## src/rtl/hamming_fsk_tx.sv

```systemverilog
// Hamming(11,7) encoder and MSB-first serialiser feeding FSKEncoder.
// Optional single-bit error injection is enabled by defining HAMMING_ERR_INJECT_EN.
module hamming_fsk_tx #(
  parameter int unsigned BIT_CYCLES = 16,
  parameter int unsigned GAP_CYCLES = 4
) (
  input  logic        quickclk,
  input  logic        reset,
  input  logic [6:0]  data_in,
  input  logic        data_valid,
`ifdef HAMMING_ERR_INJECT_EN
  input  logic        err_en,
  input  logic [3:0]  err_pos,
`endif
  output logic        data_ready,
  output logic        codeout,
  output logic        sending,
  output logic        frame_done,
  output logic [10:0] codeword
);

  localparam int unsigned CYC_W = $clog2(BIT_CYCLES + 1);
  localparam int unsigned GAP_W = (GAP_CYCLES > 0) ? $clog2(GAP_CYCLES + 1) : 1;
  localparam logic [CYC_W-1:0] CYC_LAST = CYC_W'(BIT_CYCLES - 1);
  localparam logic [GAP_W-1:0] GAP_LAST = GAP_W'((GAP_CYCLES > 0) ? GAP_CYCLES - 1 : 0);

  localparam logic [1:0] S_IDLE = 2'd0;
  localparam logic [1:0] S_SEND = 2'd1;
  localparam logic [1:0] S_GAP  = 2'd2;

  logic [1:0]       state_q, state_d;
  logic [10:0]      sr_q, sr_d;
  logic [3:0]       bit_q, bit_d;
  logic [CYC_W-1:0] cyc_q, cyc_d;
  logic [GAP_W-1:0] gap_q, gap_d;
  logic             ready_q, ready_d;
  logic             codeout_q, codeout_d;
  logic             sending_q, sending_d;
  logic             done_q, done_d;
  logic [10:0]      cw_q, cw_d;
  logic [10:0]      enc;

  // Encoder: data at non-power-of-two positions, even parity at 1,2,4,8.
  always_comb begin
    enc     = '0;
    enc[2]  = data_in[0];
    enc[4]  = data_in[1];
    enc[5]  = data_in[2];
    enc[6]  = data_in[3];
    enc[8]  = data_in[4];
    enc[9]  = data_in[5];
    enc[10] = data_in[6];
    enc[0]  = data_in[0] ^ data_in[1] ^ data_in[3] ^ data_in[4] ^ data_in[6];
    enc[1]  = data_in[0] ^ data_in[2] ^ data_in[3] ^ data_in[5] ^ data_in[6];
    enc[3]  = data_in[1] ^ data_in[2] ^ data_in[3];
    enc[7]  = data_in[4] ^ data_in[5] ^ data_in[6];
`ifdef HAMMING_ERR_INJECT_EN
    for (int i = 0; i < 11; i++) begin
      if (err_en && (err_pos == 4'(i + 1))) enc[i] = ~enc[i];
    end
`endif
  end

  // Next-state and registered-output logic.
  always_comb begin
    state_d   = state_q;
    sr_d      = sr_q;
    bit_d     = bit_q;
    cyc_d     = cyc_q;
    gap_d     = gap_q;
    ready_d   = ready_q;
    codeout_d = codeout_q;
    sending_d = sending_q;
    cw_d      = cw_q;
    done_d    = 1'b0;

    case (state_q)
      S_IDLE: begin
        if (data_valid && ready_q) begin
          state_d   = S_SEND;
          sr_d      = enc;
          cw_d      = enc;
          bit_d     = 4'd10;
          cyc_d     = '0;
          sending_d = 1'b1;
          codeout_d = enc[10];
          ready_d   = 1'b0;
        end
      end
      S_SEND: begin
        if (cyc_q == CYC_LAST) begin
          cyc_d = '0;
          if (bit_q == 4'd0) begin
            sending_d = 1'b0;
            codeout_d = 1'b0;
            if (GAP_CYCLES > 0) begin
              state_d = S_GAP;
              gap_d   = '0;
              ready_d = 1'b0;
            end else begin
              state_d = S_IDLE;
              ready_d = 1'b1;
            end
          end else begin
            // Rotate so the next lower bit sits at [10]; [9] is that bit now.
            bit_d     = bit_q - 4'd1;
            sr_d      = {sr_q[9:0], sr_q[10]};
            codeout_d = sr_q[9];
          end
        end else begin
          cyc_d = cyc_q + CYC_W'(1);
        end
      end
      S_GAP: begin
        if (gap_q == GAP_LAST) begin
          state_d = S_IDLE;
          gap_d   = '0;
          ready_d = 1'b1;
        end else begin
          gap_d = gap_q + GAP_W'(1);
        end
      end
      default: begin
        state_d   = S_IDLE;
        ready_d   = 1'b1;
        sending_d = 1'b0;
        codeout_d = 1'b0;
      end
    endcase

    // Flag the final cycle of c[0] one edge ahead so the pulse is registered.
    if ((state_d == S_SEND) && (bit_d == 4'd0) && (cyc_d == CYC_LAST)) done_d = 1'b1;
  end

  always_ff @(posedge quickclk) begin
    if (reset) begin
      state_q   <= S_IDLE;
      sr_q      <= '0;
      bit_q     <= '0;
      cyc_q     <= '0;
      gap_q     <= '0;
      ready_q   <= 1'b1;
      codeout_q <= 1'b0;
      sending_q <= 1'b0;
      done_q    <= 1'b0;
      cw_q      <= '0;
    end else begin
      state_q   <= state_d;
      sr_q      <= sr_d;
      bit_q     <= bit_d;
      cyc_q     <= cyc_d;
      gap_q     <= gap_d;
      ready_q   <= ready_d;
      codeout_q <= codeout_d;
      sending_q <= sending_d;
      done_q    <= done_d;
      cw_q      <= cw_d;
    end
  end

  assign data_ready = ready_q;
  assign codeout    = codeout_q;
  assign sending    = sending_q;
  assign frame_done = done_q;
  assign codeword   = cw_q;

endmodule

```

## config.mk

```make
export PLATFORM = sky130hd
export DESIGN_NAME = hamming_fsk_tx
export DESIGN_NICKNAME = d
export VERILOG_FILES = /design/src/rtl/hamming_fsk_tx.sv
export SDC_FILE = /design/constraint.sdc
export NUM_CORES = 1
export LEC_CHECK = 0
export ABC_CLOCK_PERIOD_IN_PS = 2400
export CORE_ASPECT_RATIO = 1.1
export CORE_MARGIN = 4
export CORE_UTILIZATION = 40
export CTS_CLUSTER_DIAMETER = 120
export DETAILED_ROUTE_END_ITERATION = 7
export MAX_ROUTING_LAYER = met4
export SYNTH_ARGS = -nofsm -noshare
export SYNTH_HDL_FRONTEND = slang
export SYNTH_SLANG_ARGS = --single-unit
```

## constraint.sdc

```tcl
create_clock -name quickclk -period 2.4 [get_ports quickclk]
set_clock_uncertainty 0.15 [all_clocks]
set_input_delay 0.24 -clock quickclk [delete_from_list [all_inputs] [get_ports quickclk]]
set_output_delay 0.24 -clock quickclk [all_outputs]
set_load 0.02 [all_outputs]
```

# Word level (Yosys, flattened, before mapping)
# Cells that the tools add are included.
# W data, S select, Z words.
# op_classes
mux	32
addsub	3
n_eq_ne	11
bitwise_logic	13
n_reduce_logical	14
# ops
operator	count
$mux W11	3
$pmux W11 S2	1
$mux W4	3
$reduce_and A4 Y1	3
$xor A1 B1 Y1	12
$eq A5 B4 Y1 const B	2
$mux W5	2
$ne A2 B2 Y1 const B	5
$pmux W5 S2	1
$mux W1	9
$mux W3	3
$pmux W1 S3	3
$logic_not A4 Y1	2
$mux W2	4
$pmux W4 S2	1
$pmux W2 S3	1
$pmux W3 S2	1
$reduce_and A3 Y1	2
$add A5 B1 Y5 const B	1
$eq A2 B1 Y1 const B	2
$reduce_bool A2 Y1	2
$sub A4 B1 Y4 const B	1
$add A3 B1 Y3 const B	1
$eq A3 B2 Y1 const B	1
5 further kinds	7
# word_totals
input_bits	10
regBits	40
out_inout_bits	15

# Logic depth before layout (Yosys ltp)
# logic_depth
word_depth	8
ltp_mapped	8
mapped_depth_nobuf	7

# Least setup slack after synthesis
# No wires, ideal clock.
# synth_timing
path_kind	reg-to-reg
from	reg cyc_q[0]
to	reg done_q (netlist: frame_done)
period_less_slack_ns	1.823
path_stages_with_launch	8
t_arrival_ns	1.585
path_slack_ns	0.577
required_time_ns	2.162
path_cell_list	dfxtp_1 -> ha_1 -> and4b_1 -> buf_2 -> and3_1 -> nor4_2 -> nand3_1 -> nor4_2
# synth_via
elab_chain_len	7
elab_cells_between_ends	15
classes_between	add/sub: 1; eq/ne: 3; mux: 8; reduce/logical: 3
# synth_lines
item	line_no	rtl
start: declaration	34	logic [CYC_W-1:0] cyc_q, cyc_d;
start signal: assignment	151	cyc_q <= cyc_d;
parallel branches: the longest is 5 deep, another holds $add A5 B1 Y5	n/a	
$logic_and A1 B1 Y1 *	132	if ((state_d == S_SEND) && (bit_d == 4'd0) && (cyc_d == CYC_LAST)) done_d = 1'b1;
$mux W1 *	132	
end signal: assignment	156	done_q <= done_d;
end: declaration	39	logic done_q, done_d;
# Mark *: on every way between the ends.
# A chain may end at the register's enable or synchronous reset.

# Worst setup path after layout
# Same ends and word-level chain as after synthesis.

==> summary.txt <==
Final layout
  • Final instance area: around 0.0023 sq mm
  • Area occupied by multi-input gates: 0.001044 sq mm
  • Final cell count without fillers: 309
  • Share of cells above drive strength 1: 0.1186
  • Final antenna diode count: 0
  • Layout net count: 265
  • FILL cells: 450
  • Fin util: 0.4992
  • Area Growth Syn to Fin: 19.97%
  • Register area: roughly 800 sq um

Placed design
  • Placed instance count: roughly 300
  • I/O Buffers: 24
  • Pre-CTS WS: 0.3631 ns
  • Placed cell area: 0.002215 sq mm
  • Gpl congestion: 0.8550
  • Final HPWL DP: 3024 microns

GRT
  • Vias in the first global route: roughly 1500
  • GRT Residual Overflow: 0
  • GRT Util Overall: 0.1623
  • Pin count of the biggest net entering global routing: 30
  • First-pass GRT wire length: between 7000 and 8000 microns
  • Antenna violations before repair: 0

Clocking
  • Clock sinks: 40
  • Post-CTS Setup Inserts: 0
  • CTS Buf Count: 5
  • Largest buffer count on any clock path: 2
  • H-tree Lvls: 2
  • Cts repair resizes: 0
  • TritonCTS clock tree: done
  • Hold buffer count at CTS: 0
  • Worst skew pair latency: around 0.28 ns
  • Root Driver: clkbuf_8
  • Clk slew on worst S/H paths: roughly 0.080 ns

Die
  • Die X: 74.33 microns
  • Die ar.: between 0.006 and 0.007 sq mm
  • Initial Utilization: 0.4161
  • Cell Rows: 26
  • Die height: 80.96 microns
  • Core area: approximately 0.0047 sq mm
  • I/O pin count: 25

Synth
  • Top cell type's share of synthesized area: 0.4137
  • Mapped Nets: 244
  • Main area contributors after synthesis: dfxtp_1 (41%), nand2_1 (9.7%), a311oi_2 (7.8%)
  • Register area share after synthesis: 0.4137
  • Syn Area/Cell: 8.379 sq um
  • Count leader, synth: nand2_1
  • Top_reg_cell synth: dfxtp_1
  • Post-synth ARST share: 0
  • Mapped Cells: ~230
  • Yosys warns: 0
  • Cell taking the most area after synthesis: dfxtp_1
  • Number of synthesized flops with an enable pin: 0
  • Post-synthesis register bit count: 40
  • Mapped Area: 0.001936 sq mm
  • Synth cell count leaders: nand2_1 (50), dfxtp_1 (40), nor2_1 (23)
  • Yosys cell types: 39

Routing
  • DR pass1 iterations: 4
  • Routed wire length: 4264 microns
  • Detailed Route Iter0 Violations: around 130
  • Post-DRT Antenna Nets: 0
  • # DRC: 0
  • WL/cell: between 10 and 15 microns
  • Via density: 5.120
  • Via Count: 1582

Power
  • VDD IR max: 330.4 uV
  • Leak Pwr: 0.8505 nW
  • PwrDens: 683.2 mW/mm^2

Outcome
  • Outcome: finished, final reports clean

Setup path
  • Worst endpoint required time: 2.45 ns
  • Setup CP Type: flip-flop to flip-flop
  • Critical path endpoint category: flip-flop
  • CP startpoint kind: flip-flop
  • CP arrival: about 2.1 ns
  • Critical-path maximum fanout: 7

Timing
  • Setup-failing EPs final: 0
  • Fin crit period: 2.057 ns
  • Worst-margin pin slew: 0.5913 ns
  • Slew Limit Fails: 0
  • Final worst path period share: 0.8570
  • F_max: just under 500 MHz
  • Setup TNS Final: 0 ns
  • Final WS setup: 0.3433 ns
  • Hold Fails Final Rpt: 0
  • Unrepaired setup endpoints after global routing: no
  • Slew margin rel.: 0.6050

Flow run
  • Max Cap Viol: 0

Hold path
  • Hold crit path type: flip-flop to flip-flop
[power by group]
group / switching [mW] / internal (mW) / total [mW]
Combinational: 0.176 / 0.135 / 0.311
Clock: 0.230 / 0.309 / 0.539
Sequential: 0.0271 / 0.710 / 0.737
[logic make-up (layout without fill, tap and decap cells)]
group | after synthesis | after routing | synth area share
muxes | 1 | 1 | 0.007755
xor gates and xnor gates | 10 | 10 | 0.04525
DFF | 40 | 40 | 0.4137
AOI/OAI and AO/OA | 51 | 51 | 0.2030
adders and majority gates | 3 | 3 | 0.01939
buffers and inverters | 20 | 42 | 0.04718
and+or+nand+nor | 106 | 106 | 0.2637
[registers in the layout, indices dropped and copies added (netlist names)]
signal      flops
codeword       11
sr_q           11
cyc_q           5
bit_q           4
gap_q           3
state_q         2
codeout         1
data_ready      1
frame_done      1
sending         1
[critical path: stages (launching register included)]
cell and delay (ns):
dfxtp_1 0.39, ha_1 0.25, and4b_1 0.39, nand3_2 0.15
mux2_4 0.25, o2111ai_1 0.11, nor4_2 0.28
[cell type report]
class	instances	share of cell area
Sequential cell	40	0.3448
Inverter	4	0.006466
Multi-Input combinational cell	171	0.4494
Clock buffer	6	0.03125
Tap cell	56	0.03017
Clock inverter	2	0.01509
Timing Repair Buffer	30	0.1228
[per-stage QoR]
step,hold slack (ns),power [mW]
after floorplan,0.2260,0.9689
after global placement,0.2944,1.063
after detailed placement,0.2999,1.065
after CTS,0.3122,1.605
after global routing,0.3242,1.676
final,0.3078,1.587
[routing by layer]
layer / vias up / track usage / routed length [microns]
li1: 841 / - / -
met1: 717 / 0.2400 / 2267
met2: 18 / 0.2181 / 1846
met3: 6 / 0.03713 / 84
met4: 0 / 0.04804 / 65
met5: - / - / 0
[layout by cell type, fill, tap and decap left out, types with 2 or more instances in the layout]
cell	Yosys	layout
nor4_2	2	2
o21ai_1	3	3
a22oi_1	3	3
nor3b_1	2	2
clkdlybuf4s50_1	0	24
nand3_2	2	2
ha_1	3	3
buf_4	3	6
nor2b_1	5	5
xnor2_1	10	10
nand2b_1	3	3
nand3_1	3	3
and3_1	2	2
clkbuf_8	0	5
a311oi_2	10	10
nand4b_1	2	2
nor2_1	23	23
nor3_1	5	5
a211oi_1	2	2
inv_1	4	4
dfxtp_1	40	40
a21oi_1	22	22
o21ai_0	5	5
nand2_1	50	50
[path summary, 6_finish.rpt]
path / depth (start not counted) / start / to / slack [ns]
hold / removal: 2 / codeword[5] / codeword[5] / 0.31
setup reg to reg: 6 / cyc_q[0] / frame_done / 0.34
setup / recovery: 6 / cyc_q[0] / frame_done / 0.34
hold reg to reg: 2 / codeword[5] / codeword[5] / 0.31
No activity file was read; power rests on OpenSTA's default activity.
